$ cat src/rtl/paddle_input_ctrl.sv
// Paddle control front end: synchronizes and debounces the up/down buttons,
// then issues single-cycle move pulses on press and at a fixed repeat rate.
module paddle_input_ctrl #(
    parameter int unsigned DEBOUNCE_CYCLES = 250000,
    parameter int unsigned REPEAT_CYCLES   = 416667
) (
    input  logic       clk,
    input  logic       rst,
    input  logic       btn_up_raw,
    input  logic       btn_down_raw,
    output logic [1:0] btn,
    output logic       up_level,
    output logic       down_level
);

    localparam int unsigned DW = $clog2(DEBOUNCE_CYCLES + 1);
    localparam int unsigned RW = $clog2(REPEAT_CYCLES);

    typedef enum logic [1:0] {
        IDLE = 2'b00,
        UP   = 2'b01,
        DOWN = 2'b10,
        BOTH = 2'b11
    } dir_t;

    // Bit 0 is the up channel, bit 1 the down channel.
    logic [1:0]         sync_a;
    logic [1:0]         sync_b;
    logic [1:0]         level;
    logic [1:0][DW-1:0] db_cnt;

    dir_t        dir_q;
    dir_t        dir_d;
    logic [RW-1:0] rpt_q;
    logic [RW-1:0] rpt_d;
    logic [1:0]    btn_d;

    always_ff @(posedge clk or posedge rst) begin
        if (rst) begin
            sync_a <= '0;
            sync_b <= '0;
            level  <= '0;
            db_cnt <= '0;
        end else begin
            sync_a <= {btn_down_raw, btn_up_raw};
            sync_b <= sync_a;
            for (int unsigned i = 0; i < 2; i++) begin
                if (sync_b[i] == level[i]) begin
                    db_cnt[i] <= '0;
                end else if (db_cnt[i] == DW'(DEBOUNCE_CYCLES - 1)) begin
                    level[i]  <= ~level[i];
                    db_cnt[i] <= '0;
                end else begin
                    db_cnt[i] <= db_cnt[i] + DW'(1);
                end
            end
        end
    end

    always_ff @(posedge clk or posedge rst) begin
        if (rst) begin
            dir_q <= IDLE;
            rpt_q <= '0;
            btn   <= '0;
        end else begin
            dir_q <= dir_d;
            rpt_q <= rpt_d;
            btn   <= btn_d;
        end
    end

    // dir_q is last cycle's decode, so any change into UP/DOWN is a fresh entry.
    always_comb begin
        dir_d = IDLE;
        btn_d = '0;
        rpt_d = '0;
        unique case (level)
            2'b00:   dir_d = IDLE;
            2'b01:   dir_d = UP;
            2'b10:   dir_d = DOWN;
            default: dir_d = BOTH;
        endcase
        if (dir_d == UP || dir_d == DOWN) begin
            if (dir_d != dir_q) begin
                btn_d = dir_d;
                rpt_d = '0;
            end else if (rpt_q == RW'(REPEAT_CYCLES - 1)) begin
                btn_d = dir_d;
                rpt_d = '0;
            end else begin
                rpt_d = rpt_q + RW'(1);
            end
        end
    end

    assign up_level   = level[0];
    assign down_level = level[1];

endmodule
$ cat config.mk
export PLATFORM = sky130hd
export DESIGN_NAME = paddle_input_ctrl
export DESIGN_NICKNAME = d
export VERILOG_FILES = /design/src/rtl/paddle_input_ctrl.sv
export SDC_FILE = /design/constraint.sdc
export NUM_CORES = 1
export LEC_CHECK = 0
export ABC_CLOCK_PERIOD_IN_PS = 5500
export CAP_MARGIN = 20
export CORE_ASPECT_RATIO = 0.6
export CORE_MARGIN = 2
export CORE_UTILIZATION = 44
export DETAILED_ROUTE_END_ITERATION = 8
export SLEW_MARGIN = 20
export SYNTH_ARGS = -nofsm -noshare
export SYNTH_HDL_FRONTEND = slang
export SYNTH_SLANG_ARGS = --single-unit
$ cat constraint.sdc
create_clock -name clk -period 5.5 [get_ports clk]
set_input_delay 1.65 -clock clk [delete_from_list [all_inputs] [get_ports clk]]
set_output_delay 1.65 -clock clk [all_outputs]
set_load 0.01 [all_outputs]
; Word level (Yosys, flattened, before mapping)
; Cells that the tools add are included.
; Widths: inputs -> output; s select.
[op_classes]
add_sub_neg = 3
n_bitwise = 4
n_reduce_logical = 4
eq_ne = 10
mux = 11
[ops]
columns = operator, count
row1 = $mux 18, 4
row2 = $mux 19, 3
row3 = $add 18x1->18 const B, 2
row4 = $eq 18x18->1 const B, 2
row5 = $add 19x1->19 const B, 1
row6 = $eq 19x19->1 const B, 1
row7 = $mux 2, 3
row8 = $pmux 2 s3, 1
row9 = $eq 2x1->1 const B, 2
row10 = $eq 2x2->1 const B, 2
row11 = $not 1->1, 4
row12 = $reduce_and 2->1, 2
row13 = $eq 1x1->1, 2
row14 = $logic_not 2->1, 1
row15 = $ne 2x2->1, 1
row16 = $logic_or 1x1->1, 1
[word_totals]
regBits = 65
elab_cells = 41
out_inout_bits = 4

; Longest topological paths before layout
[depth]
word_depth = 5
depth_mapped = 8
ltp_nobuf = 7

; Worst setup path after synthesis
; OpenSTA, ideal clock, no wires.
[synth_timing]
path_kind = register -> output
from = reg level[0]
to = out up_level
path_buffers = 0
required_time_ps = 3850
stages_incl_launch_ff = 1
path_slack_ps = 3412
arrival_time_ps = 438
cell_sequence = dfrtp_1
[synth_rtl]
columns = item, line_no
row1 = start: declaration, 29  ; logic [1:0] level;
row2 = start signal: indexed assignment, 51  ; level[i] <= ~level[i];
row3 = end: declaration, 12  ; output logic up_level,
; No word-level cell between the ends.

; Worst setup path after layout
[layout_timing]
from = reg level[0]
to = out up_level
; No word-level cell between the ends.

==> summary.txt <==
Logic synthesis
  • Leading area contributor after synthesis: dfrtp_1
  • XOR/XNOR Fraction of Synth Area: 0.1018
  • Largest family of logic cells by synthesized area: simple AND/OR/NAND/NOR gates
  • Seq/Total Area, Yosys: 0.4975
  • Top_reg_cell synth: dfrtp_1
  • Top cells by area in the synthesized netlist: dfrtp_1, nor2_1, xor2_1
  • Post-synthesis compound-gate area fraction: 0.08037
  • Post-synthesis mux area share: 0.006889
  • Post-synth top area share: 0.4975
  • Post-synth cell types: 40
  • Mean Syn Cell Area: 10.15 um^2
  • Synth Cell Area: 3269 um^2
  • Gate count after technology mapping: 322
  • Syn nets: 333
  • Adder-cell share of the synthesized area: 0.02679
  • #FFs+latches synth: 65
  • Post-synth EDFFs: 0
  • Simple-gate share of the synthesized area: 0.2514
  • Asr flop ratio synth: 1.000
  • YS warnings: 0

Placement
  • Final HPWL DP: 4369 um
  • Final Wtd Congestion: 0.8016
  • DP Area: 3418 um^2
  • Cell total after placement: 425
  • PortBufs: 7

Setup path
  • Crit-path slowest cell: clkdlybuf4s50_1
  • Buf+Inv Stages, Crit Path: 1
  • Crit start category: flip-flop
  • Crit path cell chain: clkdlybuf4s50_1
  • Critical path type: reg2out
  • Reg2reg setup slack: 3.31 ns
  • Reg2reg start: level[0]
  • WP data required: 3.85 ns
  • R2R depth: 6
  • Crit path max fanout: 6
  • CP delay by family, top: buffers and inverters
  • Crit end category: primary output
  • Worst path max stage delay: 0.59 ns
  • R2R Path End: rpt_q[18]
  • Worst EP arrival: 1.39 ns

Hold path
  • Hold crit path type: reg2reg
  • Hold Path End: sync_b[1]
  • Hold Path Stages: 0
  • Hold_sp: sync_a[1]

Timing
  • Max Freq: 329.0 MHz
  • Final worst-path cycle share: 0.5527
  • Worst-Margin Slew: 0.9838 ns
  • Number of max-slew violations in the final report: 0
  • RSZ-0062 raised after global routing: false
  • Final Setup Violations: 0
  • Period minus WS final: 3.040 ns
  • Final Hold Fails: 0
  • Setup TNS Final: 0 ns
  • Clk_skew: 0.003830 ns
  • Rel. slew slack: 0.3419

Clock network
  • Resize count post-CTS: 0
  • Clock sinks: 65
  • # hold bufs at CTS: 0
  • CTS max path bufs: 2
  • H-tree Lvls: 3
  • CTS Buf Count: 9
  • Clk Latency, worst-skew pair: 0.34 ns
  • # Post-CTS Setup Buffers: 0
  • CTS tree: yes
  • Root Buffer: clkbuf_16
  • Worst-path clk slew: 0.06 ns

Power and ir drop
  • Leak: 1.530 nW
  • Worst vdd ir: 0.2687 mV
  • PD cells: 292.6 nW/um^2

Global routing
  • First-pass GRT wire length: 11180 um
  • Vias in the first global route: 2207
  • GRT Util Overall: 0.1804
  • Initial antenna violation count: 0
  • Congestion Overflow GR: 0
  • Largest net degree at the start of global routing: 37

Drt
  • DR WL/cell: 14.37 um
  • Vias: 2328
  • Starting DRT DRC Count: 208
  • Vias per inst: 5.279
  • Final wirelength: 6339 um
  • Drt first pass iters: 5
  • Drt drc: 0
  • Post-route ant nets: 0

Floorplan
  • Die area: 8159 um^2
  • Core footprint: 7237 um^2
  • Die extent in x: 115.3 um
  • IO Pins: 8
  • Rows: 24
  • Starting Density: 0.4518
  • Chip Height: 70.77 um

Status
  • Status: complete, no violations

Finish
  • Nets: 343
  • Final Util: 0.5144
  • Share of layout cells above drive strength 1: 0.08309
  • Post-route cell area: 3722 um^2
  • Final std cells w/o fill: 441
  • Synthesis-to-finish area growth: 13.85%
  • N_diodes: 0
  • Footprint of the multi-input gates: 1528 um^2
  • Fillcell total: 684
  • Total area of sequential cells: 1627 um^2

Run
  • Max-Cap Viols: 0
==> flip-flops by register name, summed over array words and instances, names as in the netlist <==
register,cells
db_cnt,36
rpt_q,19
btn,2
dir_q,2
level,2
sync_a,2
sync_b,2
==> layout by cell type, fill, tap and decap left out, types with 3 or more instances in the layout <==
master / instances
a21oi_1: 15
and2_1: 3
and3_1: 6
and4_1: 4
clkbuf_16: 9
clkdlybuf4s50_1: 7
clkinvlp_4: 3
dfrtp_1: 65
ha_1: 7
inv_1: 14
nand2_1: 18
nand3_1: 17
nand4_1: 12
nor2_1: 47
nor3_1: 8
nor4_1: 10
o21ai_0: 5
o31ai_1: 9
or3_1: 5
or4_1: 9
xnor2_1: 18
xor2_1: 20
==> metrics by stage <==
step	worst slack, ns	hold WS (ns)	total power [mW]
after global routing	2.393	0.3628	1.138
after detailed placement	2.399	0.3347	0.5224
after floorplan	2.224	0.3312	0.5147
after CTS	2.437	0.3483	1.110
final	2.460	0.3471	1.089
after global placement	2.407	0.3330	0.5223
==> synth_stat cells (all sizes together) (2+ instances only) <==
library cell  number
mux2               2
or3                5
and4               4
xor2              20
nand4             15
a21oi             15
ha                 7
or4                9
nor4b              2
and2               3
and3               6
nor3               8
xnor2             18
dfrtp             65
nor4              10
clkbuf             3
o41ai              3
inv               15
o21ai              5
nand2             18
buf                6
o31ai              9
nor2              47
nand3             18
or2                2
==> kinds of logic (layout without fill, tap and decap cells) <==
| logic type | after synthesis | count (layout) |
|---|---|---|
| simple gates | 151 | 151 |
| flops | 65 | 65 |
| xor+xnor | 38 | 38 |
| compound gates | 35 | 35 |
| buf+inv | 24 | 39 |
| fa+ha+maj | 7 | 7 |
| mux | 2 | 2 |
==> layout make-up <==
cell class,instances,share of cell area
Clock buffer,9,0.06050
Inverter,15,0.01513
Clock inverter,7,0.02118
Sequential cell,65,0.4370
Timing Repair Buffer,8,0.02084
Tap cell,104,0.03496
Multi-Input combinational cell,233,0.4104
==> power by group <==
| group | internal (mW) | switching, mW | leakage, nW |
|---|---|---|---|
| Clock | 0.354 | 0.222 | 0.139 |
| Combinational | 0.00741 | 0.0168 | 0.497 |
| Sequential | 0.483 | 0.00482 | 0.894 |
==> worst max path at each step <==
| stage | from | to | cells after the start |
|---|---|---|---|
| floorplan | rst | btn[0] | 1 |
| global placement | rst | rpt_q[2] | 3 |
| detailed placement | rst | rpt_q[2] | 3 |
| CTS | level[0] | up_level | 1 |
| global route | level[1] | down_level | 1 |
| finish | level[0] | up_level | 1 |
==> worst register-to-register path, stage by stage (launching register included) <==
cell and delay (ns):
dfrtp_1 0.46, inv_1 0.08, ha_1 0.25, or3_1 0.32, a211oi_1 0.32, o221ai_2 0.42, a21oi_1 0.26
==> metal layers <==
layer / track usage / share of wire / vias up
met1: 0.2810 / 0.56 / 1125
met2: 0.2248 / 0.38 / 31
li1: - / - / 1165
met5: 0 / 0 / -
met4: 0.05221 / 0.0096 / 0
met3: 0.07369 / 0.047 / 7
Power figures use the tool's default switching activity.
==> variant 1 (same flow settings) <==
Put a register stage on the outputs `up_level` and `down_level`, with the module's reset. The values now appear one clock later. The other outputs are not delayed to match.
--- a/src/rtl/paddle_input_ctrl.sv
+++ b/src/rtl/paddle_input_ctrl.sv
@@ -93,7 +93,14 @@
         end
     end
 
-    assign up_level   = level[0];
-    assign down_level = level[1];
+    always_ff @(posedge clk or posedge rst) begin
+        if (rst) begin
+            up_level   <= '0;
+            down_level <= '0;
+        end else begin
+            up_level   <= level[0];
+            down_level <= level[1];
+        end
+    end
 
 endmodule
Behaviour: same outputs for any inputs over 10 cycles, from zero or initial values and one cycle with rst high; that may be too few to reach the edited logic, so the function may still have changed.
==> variant 1 against the unedited design <==
- routed wire length decreased by 0.52%
- total power decreased by 2.8%
- count of clock-buffer cells in the layout increased by 4
- synthesized area increased by 1.5%
- combinational power increased by 7%
- design area increased by 1.2%
- synthesized cell count increased by 0.62%
- sequential cell count increased by 2
- die area increased by 1.5%
- worst setup slack improved by 0.20 ns
- critical path type unchanged
- critical endpoint is now btn[0]
==> variant 1: results (changes against the unedited design) <==
vdd_drop_max_uv: 219  # -19%
post_route_cells_drive_above_1_share_pct: 7.96  # -0.34 points
num_antenna_cells: 0  # unchanged
drt_iter0_markers: 211  # +1.4%
p_per_area_mw_per_mm2: 281  # -4.0%
clk_latency_ns: 0.33
critical_path.slowest_cell: "clkdlybuf4s50_1"
holdPathStages: 0  # unchanged
via_per_inst: 5.27  # -0.19%
root_buffer: "clkbuf_16"
syn-num-nets: 335  # +0.60%
groute.layer.met2.usage_pct: 21.8  # -0.65 points
first_pass_iters: 4  # -1
grt_usage_pct: 17.5  # -0.51 points
yosys-top-cells-area: "dfrtp_1 (51%), nor2_1 (5.3%), xor2_1 (5.3%)"
synth-async-reset-ratio_pct: 100  # unchanged
yosys-top-cells-count: "dfrtp_1 (67), nor2_1 (47), xor2_1 (20)"
nFillCells: 647  # -5.4%
htreeDepth: 3  # unchanged
max_slew_margin_pct: 35.5  # +1.4 points
cp_top_family: "buffers and inverters"
port_buffers: 7  # unchanged
postPlaceCellArea_sq_mm: 0.00347  # +1.5%
rr_worst_depth: 5  # -1
slowest_delay_ns: 0.53  # -0.06 ns
pre_cts_ws_ns: 2.37  # -0.0266 ns
cts.clk_slew.worst_paths_ns: 0.05
cts.repair.resized: 0  # unchanged
first_global_vias: 2200  # -0.32%
gp_congestion: 0.806  # +0.56%
fin_skew_ns: 0.00452  # +0.000689 ns
use_met3_pct: 6.35  # -1.0 points
status: "finished clean"
grt_max_degree: 48  # +30%
dp_hpwl_microns: 4160  # -4.9%
grt_pass1_wl_microns: 11100  # -0.44%
power.internal_w: 0.000845  # about the same
crit_arrival_ns: 1.19  # -0.20 ns
grtUsageMet1_pct: 27.6  # -0.52 points
ys_dominant_reg_cell: "dfrtp_1"
seq_area_frac_synth_pct: 50.5  # +0.76 points
numCtsBuffers: 9  # unchanged
min-delay-path-class: "reg -> reg"
leakage_nw: 1.57  # +2.6%
nNetsFinal: 346  # +0.87%
clk_path_buf_depth: 2  # unchanged
cp_max_fo: 1  # -5
reg_top3: "db_cnt: 36 flops, rpt_q: 19 flops"
yosys_warnings: 0  # unchanged
wl_per_cell_microns: 14.2  # -0.97%
ys_types: 40  # unchanged
-- variant 1: final timing paths --
check / startpoint / end / slack [ns]
max reg2reg: level[0]$_DFFE_PP0P_ / rpt_q[16]$_DFF_PP0_ / 3.26
min in group asynchronous: rst / btn[0]$_DFF_PP0_ / 1.60
min: sync_a[1]$_DFF_PP0_ / sync_b[1]$_DFF_PP0_ / 0.35
min reg2reg: sync_a[1]$_DFF_PP0_ / sync_b[1]$_DFF_PP0_ / 0.35
max: btn[0]$_DFF_PP0_ / btn[0] / 2.66
max in group asynchronous: rst / db_cnt[2]$_DFF_PP0_ / 3.09
-- variant 1: layout make-up --
| type | count | share of cell area (%) |
|---|---|---|
| timing repair buffer | 9 | 2.59 |
| clock buffer | 13 | 7.17 |
| sequential | 67 | 44.5 |
| multi-input combinational | 233 | 40.5 |
| inverter | 15 | 1.49 |
| tap | 104 | 3.45 |
| clock inverter | 2 | 0.266 |
-- variant 1: power groups by stage --
stage	clock network [W]	logic, W	registers (W)
finish	0.000528	0.0000261	0.000504
global route	0.000570	0.0000313	0.000504
CTS	0.000544	0.0000257	0.000504
detailed placement	0	0.0000253	0.000512
global placement	0	0.0000253	0.000512
floorplan	0	0.0000190	0.000511
-- variant 1: logic make-up (layout without fill, tap and decap cells) --
group | count (synthesis) | count (layout) | synth area share (%)
simple gates | 151 | 151 | 24.8
flops | 67 | 67 | 50.5
xor+xnor | 38 | 38 | 10.0
compound gates | 35 | 35 | 7.92
buf+inv | 24 | 39 | 3.47
fa+ha+maj | 7 | 7 | 2.64
mux | 2 | 2 | 0.678
-- variant 1: metrics by stage --
step / cells / hold slack, ns / power [W]
after floorplan: 324 / 0.331 / 0.000530
after global placement: 427 / 0.335 / 0.000537
after detailed placement: 427 / 0.344 / 0.000537
after CTS: 442 / 0.356 / 0.00107
after global routing: 443 / 0.361 / 0.00111
final: 443 / 0.352 / 0.00106
-- variant 1: per-layer routing --
metal | part of all wire (%) | wire [microns]
met1 | 56 | 3520
met2 | 38 | 2410
met3 | 4.7 | 296
met4 | 1.4 | 87
met5 | 0 | 0
==> variant 2 (same settings) <==
Made on the original files. Change the parameter `REPEAT_CYCLES` from 416667 to 208333.
--- a/src/rtl/paddle_input_ctrl.sv
+++ b/src/rtl/paddle_input_ctrl.sv
@@ -2,7 +2,7 @@
 // then issues single-cycle move pulses on press and at a fixed repeat rate.
 module paddle_input_ctrl #(
     parameter int unsigned DEBOUNCE_CYCLES = 250000,
-    parameter int unsigned REPEAT_CYCLES   = 416667
+    parameter int unsigned REPEAT_CYCLES   = 208333
 ) (
     input  logic       clk,
     input  logic       rst,
Behaviour: no difference found for any inputs over 10 cycles, from zero or initial values and one cycle with rst high; that may be too few to reach the edited logic, so the function may still have changed.
==> variant 2 against the unedited design <==
- sequential cell count shrank 1
- total power decreased by 4.6%
- worst setup slack better by 0.042 ns
- critical endpoint unchanged
- synthesized area is 2.5% lower
- routed wire length down 0.41%
- register-to-register slack lost 0.16 ns
- worst hold slack gained 0.012 ns
- sequential power fell by 1%
- non-clock buffer count up 3
- highest routed layer unchanged
- fmax rose by 1.4%
- design area shrank 2.1%
==> variant 2: results (changes against the unedited design) <==
yosys-top-cells-count: "dfrtp_1 (64), nor2_1 (36), xor2_1 (20)"
final-clk-cell-share_pct: 7.83  # -0.34 points
p_sw_w: 0.000226  # -7.3%
first_global_vias: 2213  # +0.27%
cts_sinks: 64  # -1.5%
clk_path_buf_depth: 2  # unchanged
synth-async-reset-ratio_pct: 100  # unchanged
nNetsFinal: 338  # -1.5%
use_met3_pct: 7.64  # +0.27 points
slowest_delay_ns: 0.57  # -0.02 ns
htreeDepth: 3  # unchanged
pre_cts_ws_ns: 2.41  # +0.0125 ns
numCtsBuffers: 9  # unchanged
num-nonclk-inverters: 16  # +1
grt_max_degree: 42  # +14%
post_route_cells_drive_above_1_share_pct: 11.1  # +2.8 points
reg_top3: "db_cnt: 36 flops, rpt_q: 18 flops"
postPlaceCellArea_sq_mm: 0.00336  # -1.8%
vdd_drop_max_uv: 171  # -37%
via_per_inst: 5.46  # +3.4%
status: "finished clean"
via_count: 2286  # -1.8%
multi_input_area_sq_mm: 0.00149  # -2.6%
cp_max_fo: 6  # unchanged
leakage_nw: 1.48  # -3.1%
power.internal_w: 0.000812  # -3.9%
critical_path.slowest_cell: "clkdlybuf4s50_1"
nFillCells: 635  # -7.2%
groute.layer.met2.usage_pct: 21.6  # -0.86 points
min-delay-path-class: "reg -> reg"
crit_arrival_ns: 1.35  # -0.04 ns
grt_usage_pct: 18.0  # -0.052 points
seq-power_w: 0.000481  # -1%
worst_slew_pin_slew_ns: 0.856  # -0.128 ns
cts.repair.resized: 0  # unchanged
wl_per_cell_microns: 15.1  # +4.8%
grtUsageMet1_pct: 28.1  # +0.036 points
nonClkBufAreaFrac_pct: 2.75  # +0.66 points
n_all_buffers: 11  # +3
nClkBuffers: 12  # +3
grt_pass1_wl_microns: 11100  # -1.1%
fin_skew_ns: 0.00755  # +0.00372 ns
top_layer: "met4"
dp.cells: 403  # -5.2%
gp_congestion: 0.799  # -0.34%
postSynthCellCount: 317  # -1.6%
final_area_sq_mm: 0.00364  # -2.1%
met3WireLength_microns: 241  # -19%
seq_area_frac_synth_pct: 50.2  # +0.48 points
multi_input_cells: 225  # -3.4%
seq_area_sq_mm: 0.00160  # -1.5%
yosys-top-cells-area: "dfrtp_1 (50%), xor2_1 (5.5%), xnor2_1 (5.2%)"
dp_hpwl_microns: 4310  # -1.3%
yosys_warnings: 0  # unchanged
ys_types: 38  # -5.0%
first_pass_iters: 4  # -1
syn-num-nets: 328  # -1.5%
drt_iter0_markers: 200  # -3.8%
wl_met1_microns: 3580  # +1.0%
## variant 2: worst paths after layout
check                                startpoint                    to  slack [ns]  cells after the start
setup / recovery           level[0]$_DFFE_PP0P_              up_level        2.50                      1
hold / removal              sync_a[0]$_DFF_PP0_   sync_b[0]$_DFF_PP0_        0.36                      0
setup reg to reg            rpt_q[13]$_DFF_PP0_    rpt_q[7]$_DFF_PP0_        3.15                      5
hold reg to reg             sync_a[0]$_DFF_PP0_   sync_b[0]$_DFF_PP0_        0.36                      0
max in group asynchronous                   rst  level[1]$_DFFE_PP0P_        2.85                      3
min in group asynchronous                   rst   db_cnt[0]$_DFF_PP0_        1.82                      2
## variant 2: kinds of logic after synthesis
kind of cell	Yosys count	share of synthesized area, %
simple gates	147	25.4
buf+inv	28	3.49
fa+ha+maj	7	2.75
compound gates	30	6.67
mux	2	0.706
xor+xnor	39	10.7
flops	64	50.2
